## src/rtl/dm_load_ext.sv

```systemverilog
// dm_load_ext -- M->W load data path: lane select, zero/sign extension, AdEL detection.
// Revision 1.0
`default_nettype none

module dm_load_ext (
  input  logic        clk,
  input  logic        reset,
  input  logic        stall_W,
  input  logic        flush_W,
  input  logic        memread_M,
  input  logic [2:0]  loadop_M,
  input  logic [1:0]  addr_M,
  input  logic [31:0] readdata_M,
  input  logic [4:0]  rd_M,
  output logic [31:0] loaddata_W,
  output logic        regwrite_ld_W,
  output logic [4:0]  rd_W,
  output logic        adel_W
);

  localparam logic [2:0] OP_LW  = 3'b000;
  localparam logic [2:0] OP_LBU = 3'b001;
  localparam logic [2:0] OP_LB  = 3'b010;
  localparam logic [2:0] OP_LHU = 3'b011;
  localparam logic [2:0] OP_LH  = 3'b100;

  logic [7:0]  byte_lane;
  logic [15:0] half_lane;
  logic [31:0] ext_val;
  logic        op_valid;
  logic        aligned;

  logic [31:0] nxt_data;
  logic        nxt_we;
  logic [4:0]  nxt_rd;
  logic        nxt_adel;

  always_comb begin
    case (addr_M)
      2'd0:    byte_lane = readdata_M[7:0];
      2'd1:    byte_lane = readdata_M[15:8];
      2'd2:    byte_lane = readdata_M[23:16];
      default: byte_lane = readdata_M[31:24];
    endcase
    half_lane = addr_M[1] ? readdata_M[31:16] : readdata_M[15:0];
  end

  always_comb begin
    ext_val  = 32'd0;
    op_valid = 1'b1;
    aligned  = 1'b1;
    case (loadop_M)
      OP_LW: begin
        ext_val = readdata_M;
        aligned = (addr_M == 2'b00);
      end
      OP_LBU: ext_val = {24'd0, byte_lane};
      OP_LB:  ext_val = {{24{byte_lane[7]}}, byte_lane};
      OP_LHU: begin
        ext_val = {16'd0, half_lane};
        aligned = ~addr_M[0];
      end
      OP_LH: begin
        ext_val = {{16{half_lane[15]}}, half_lane};
        aligned = ~addr_M[0];
      end
      default: op_valid = 1'b0;
    endcase
  end

  // A misaligned load becomes an AdEL marker with no write-back.
  always_comb begin
    nxt_data = 32'd0;
    nxt_we   = 1'b0;
    nxt_rd   = 5'd0;
    nxt_adel = 1'b0;
    if (memread_M && op_valid) begin
      if (aligned) begin
        nxt_data = ext_val;
        nxt_we   = (rd_M != 5'd0);
        nxt_rd   = rd_M;
      end else begin
        nxt_adel = 1'b1;
      end
    end
  end

  always_ff @(posedge clk or negedge reset) begin
    if (!reset) begin
      loaddata_W    <= 32'd0;
      regwrite_ld_W <= 1'b0;
      rd_W          <= 5'd0;
      adel_W        <= 1'b0;
    end else if (flush_W) begin
      loaddata_W    <= 32'd0;
      regwrite_ld_W <= 1'b0;
      rd_W          <= 5'd0;
      adel_W        <= 1'b0;
    end else if (!stall_W) begin
      loaddata_W    <= nxt_data;
      regwrite_ld_W <= nxt_we;
      rd_W          <= nxt_rd;
      adel_W        <= nxt_adel;
    end
  end

endmodule

`default_nettype wire

```

## config.mk

```make
export PLATFORM = sky130hd
export DESIGN_NAME = dm_load_ext
export DESIGN_NICKNAME = d
export VERILOG_FILES = /design/src/rtl/dm_load_ext.sv
export SDC_FILE = /design/constraint.sdc
export NUM_CORES = 1
export LEC_CHECK = 0
export BUFFER_PORTS_ARGS = -buffer_cell sky130_fd_sc_hd__buf_2
export CORE_UTILIZATION = 51
export CTS_CLUSTER_SIZE = 12
export DETAILED_ROUTE_END_ITERATION = 16
export PLACE_DENSITY = 0.91
export SYNTH_ARGS = -nofsm -noshare
export SYNTH_HDL_FRONTEND = slang
export SYNTH_SLANG_ARGS = --single-unit
```

## constraint.sdc

```tcl
create_clock -name clk -period 2.05 [get_ports clk]
set_input_delay 0.41 -clock clk [delete_from_list [all_inputs] [get_ports clk]]
set_output_delay 0.41 -clock clk [all_outputs]
set_load 0.02 [all_outputs]
```

Yosys cells after proc, flatten, opt, wreduce, memory -nomap -nowiden
Cells that the tools add are included.
{"block": "totals", "regBits": 39, "output_inout_bits": 39, "word_cells": 39, "input_bits": 47}
{"block": "classes", "bitwise": 1, "n_reduce_logical": 6, "n_mux": 21, "n_eq_ne": 7}
{"operator": "$pmux 32 s5", "n": 1}
{"operator": "$mux 32", "n": 4}
{"operator": "$pmux 8 s3", "n": 1}
{"operator": "$mux 5", "n": 4}
{"operator": "$mux 16", "n": 1}
{"operator": "$mux 1", "n": 9}
{"operator": "$eq 3x2->1 const B", "n": 2}
{"operator": "$reduce_bool 5->1", "n": 1}
{"operator": "$reduce_or 5->1", "n": 1}
{"operator": "$eq 3x1->1 const B", "n": 1}
{"operator": "$eq 3x3->1 const B", "n": 1}
{"operator": "$logic_not 3->1", "n": 1}
{"operator": "$eq 2x1->1 const B", "n": 1}
{"operator": "$eq 2x2->1 const B", "n": 1}
{"operator": "$logic_not 2->1", "n": 1}
{"operator": "$ne 2x1->1 const B", "n": 1}
{"operator": "$pmux 1 s2", "n": 1}
{"operator": "$reduce_or 2->1", "n": 1}
{"operator": "$logic_and 1x1->1", "n": 1}
{"operator": "$not 1->1", "n": 1}

Logic depth before layout (Yosys ltp)
{"block": "logic_depth", "depth_word": 7, "ltp_mapped": 7, "ltp_nobuf": 4}

Worst setup path before layout
OpenSTA, ideal clock, no wires.
{"block": "synth_path", "path_type": "input to register", "start": "input port addr_M[0]", "end": "register loaddata_W[10]", "path_slack_ps": 249, "path_buffers": 2, "path_stages": 6, "arrival_ps": 1676, "setup_ps": 126, "required_ps": 1924, "cell_sequence": "buf_6 > mux4_2 > and3b_1 > clkbuf_1 > a221oi_1 > o21ai_1"}
{"block": "synth_via", "elab_chain_cells": 7, "elab_cells_between_ends": 11, "cone_classes": "2 x eq/ne; 7 x mux; 1 x bitwise; 1 x reduce/logical"}
{"item": "from (decl)", "line_no": "12", "text": "input logic [1:0] addr_M,"}
{"item": "$eq 2x2->1 (tied with other cells)", "line_no": "39", "text": "case (addr_M)"}
{"item": "$pmux 8 s3", "line_no": "39"}
{"item": "$pmux 32 s5", "line_no": "52", "text": "case (loadop_M)"}
{"item": "$mux 32 *", "line_no": "78", "text": "if (aligned) begin"}
{"item": "$mux 32 *", "line_no": "77", "text": "if (memread_M && op_valid) begin"}
{"item": "$mux 32 *", "line_no": "99", "text": "end else if (!stall_W) begin"}
{"item": "$mux 32 *", "line_no": "94", "text": "end else if (flush_W) begin"}
{"item": "to (signal assigned)", "line_no": "100", "text": "loaddata_W <= nxt_data;"}
{"item": "to (decl)", "line_no": "15", "text": "output logic [31:0] loaddata_W,"}
Mark *: on every way between the ends. The rest lies on a longest branch, timed or not. The select of a mux whose other input is x is not followed.
A chain may end at the register's enable or synchronous reset.

Worst setup path after layout
{"block": "layout_path", "start": "input port loadop_M[2]", "end": "register loaddata_W[26]"}
{"block": "layout_via", "elab_chain_cells": 7, "elab_cells_between_ends": 15, "cone_classes": "4 x eq/ne; 7 x mux; 4 x reduce/logical"}
{"item": "from (decl)", "line_no": "11", "text": "input logic [2:0] loadop_M,"}
{"item": "$eq 3x3->1 (tied with other cells)", "line_no": "52"}
{"item": "$reduce_or 2->1 (no source line) or $reduce_or 5->1 (tied branches)"}
{"item": "$pmux 1 s2 or $mux 1 (tied branches)", "line_no": "52"}
{"item": "$mux 32 or $logic_and 1x1->1 (tied branches)", "line_no": "78, 77"}
{"item": "$mux 32 *", "line_no": "77"}
{"item": "$mux 32 *", "line_no": "99"}
{"item": "$mux 32 *", "line_no": "94"}
Marked as above.

==> reports/metrics.cfg <==
[timing]
fin_skew_ps = 0
worstMarginPinSlew_ps = 936
rsz0062_at_grt = false
slew_headroom_pct = 37.6
fmax_mhz = 531
finalCriticalPeriod_ps = 1880
fin_crit_sh_pct = 91.9
finalSetupViolCount = 0
drv_slew = 0
finalHoldViolCount = 0
holdWs_ps = 210

[critical_path]
crit_cells = 5
rr_startpoint = loaddata_W[23]
end_kind = flop
r2r_slack_ps = 1200
cp_slowest_cell = nor4_4
crit_fanout = 16
worst-setup-path-type = in2reg
path_cells = buf_2 -> and2b_4 -> and3_1 -> nor4_4 -> a221o_2
crit_arrival_ps = 2120
slowest_delay_ps = 790
r2r_cells = 1
required_ps = 2280
cp_num_buf_inv = 1
rr_endpoint = loaddata_W[23]
crit_family = simple AND/OR/NAND/NOR gates
critPathLaunchType = input port

[clock_tree]
numCtsBuffers = 5
clk_latency_ps = 290
cts_hold_buf = 0
cts_sinks = 39
cts_tree = built
clk_path_buf_depth = 2
htreeDepth = 2
path_clk_slew_ps = 70
cts_root_buf = clkbuf_8

[pwr]
intPower_mw = 1.21
peakVddDrop_mv = 0.526
seq_power_share_pct = 48.7
cellPowerDensity_nw_per_um2 = 623
power_mw = 1.63
leakage_nw = 1.31
p_clk_share_pct = 34.6
switching_share_pct = 25.9
p_comb_share_pct = 16.8
power.switching_uw = 421

[synth]
synth_seq_cells = 39
synthDominantCellAreaShare_pct = 47.7
synthFlopType = dfrtp_1
synth-async-reset-ratio_pct = 100
synthTopCellsByCount = dfrtp_1, nand2_1, a221o_2, o21ai_0, o21ai_1
synth_top_cells_by_area = dfrtp_1, mux4_1, a221o_2, a222oi_1, nand2_1
synth_most_common_cell = dfrtp_1
ys_warn_count = 0
yosysSeqAreaShare_pct = 47.7
synth_cell_types = 38
syn_nets = 216
synth_top_area_cell = dfrtp_1
synth_area_um2 = 2050
synth_edf_count = 0
synth_cells = 169
syn_area_per_cell_um2 = 12.1

[place]
detailedPlacementHpwl_mm = 4.00
placed_area_um2 = 2500
port_buffers = 85
gp_congestion = 0.953
dp_cells = 292

[drt]
wl_per_cell_um = 17.8
vias = 1840
drt_iter0_drc = 208
vias_per_cell = 6.13
drc = 0
routed_wl_mm = 5.34
ant_nets = 0
firstDrtPassIters = 4

[floorplanning]
dieArea_um2 = 4270
die_h_um = 65.3
core-area_um2 = 3740
fp.dieW_um = 65.3
pin_count = 86
rows = 22
initial_core_util_pct = 54.6

[job]
cap_violations = 0

[layout]
drive_gt1_share_pct = 47.6
antenna_cells = 0
postLayoutCellArea_um2 = 2610
fin_cells = 300
area_growth_pct = 27.8
fin_nets = 298

[outcome]
status = complete, no violations

[grt]
grt_pass1_wl_mm = 8.36
gr-usage-all-layers_pct = 26.4
grt_remaining_overflow = 0
grt_max_degree = 40
antenna_found_initial = 0
grt_pass1_vias = 1697

[min_path]
hold_class = in2async

==> per-layer routing <==
metal	up-vias	routed length (um)	track usage, %
met5	-	0	0
met4	0	68	10.6
met3	6	397	5.38
met2	89	2620	42.7
met1	895	2250	34.8
li1	850	-	-
==> how the worst max path moves through the flow <==
stage | slack [ps] | to | startpoint
after floorplan | 250 | loaddata_W[10] | addr_M[0]
after global placement | -70 | loaddata_W[7] | loadop_M[2]
after detailed placement | -120 | loaddata_W[24] | addr_M[0]
after CTS | 170 | loaddata_W[26] | addr_M[0]
after global routing | 30 | loaddata_W[24] | loadop_M[2]
final | 170 | loaddata_W[26] | loadop_M[2]
==> state kept, by name, summed over array words and instances, names as in the netlist <==
register,count
loaddata_W,32
rd_W,5
regwrite_ld_W,1
adel_W,1
==> power groups by stage <==
stage	Combinational [mW]	Sequential, mW	Clock [mW]
2_1_floorplan	0.130	0.825	0
3_3_place_gp	0.262	0.806	0
3_5_place_dp	0.269	0.806	0
4_1_cts	0.270	0.792	0.576
5_1_grt	0.294	0.793	0.608
6_report	0.273	0.792	0.563
==> cell type report <==
class,instances,area (um^2)
inverter,1,3.75
clock inverter,1,7.51
tap,48,60.1
fill,278,1130
timing repair buffer,91,483
multi-input combinational,113,987
clock buffer,7,96.3
sequential,39,976
==> kinds of logic (layout without fill, tap and decap cells) <==
logic type	Yosys count	after routing	synth area share [%]
and+or+nand+nor	41	41	10.9
AOI/OAI and AO/OA	62	62	25.9
muxes	9	9	10.6
DFF	39	39	47.7
buffers and inverters	17	100	4.46
xor gates and xnor gates	1	1	0.428
==> cell usage in the layout (no fill, tap or decap) <==
master | Yosys | routed
nand3b_1 | 2 | 2
and3b_1 | 1 | 1
nor2b_1 | 2 | 1
nor4b_1 | 1 | 1
or4_1 | 1 | 1
buf_2 | 4 | 85
or3_1 | 2 | 2
nor4_4 | 1 | 1
nand3_1 | 2 | 2
nand2_2 | 1 | 1
o2bb2ai_2 | 0 | 1
a211oi_1 | 1 | 1
buf_4 | 2 | 5
o21ai_1 | 10 | 10
a222oi_1 | 8 | 8
nor3_1 | 1 | 1
a221o_1 | 6 | 6
clkbuf_8 | 0 | 7
mux2_2 | 1 | 1
mux4_2 | 1 | 1
a221oi_1 | 7 | 7
a21boi_2 | 1 | 1
a31o_2 | 1 | 1
o21ai_0 | 10 | 10
dfrtp_1 | 39 | 39
xnor2_1 | 1 | 1
nor2b_2 | 0 | 1
buf_12 | 0 | 1
a22o_1 | 5 | 5
o21a_1 | 1 | 1
a221o_2 | 10 | 10
clkinvlp_4 | 0 | 1
or3b_2 | 1 | 1
and3_1 | 1 | 1
and2b_4 | 1 | 1
a2111oi_4 | 1 | 1
mux4_1 | 7 | 7
nor2_1 | 5 | 5
inv_1 | 1 | 1
nand2_1 | 19 | 19
==> per-stage QoR <==
step | utilization (%) | setup slack, ps | setup TNS [ps]
final | 69.8 | 167 | 0
after global placement | 66.9 | -71.6 | -1140
after detailed placement | 66.9 | -124 | -2300
after global routing | 69.8 | 32.5 | 0
after CTS | 69.7 | 173 | 0
after floorplan | - | 249 | 0
==> what timing repair did <==
| item | CTS | global route |
|---|---|---|
| gates resized for setup | 0 | 1 |
| endpoints found under the setup margin | 0 | 3 |
| setup buffers | 0 | 0 |
Note: power is estimated with default switching activity, not from simulation.
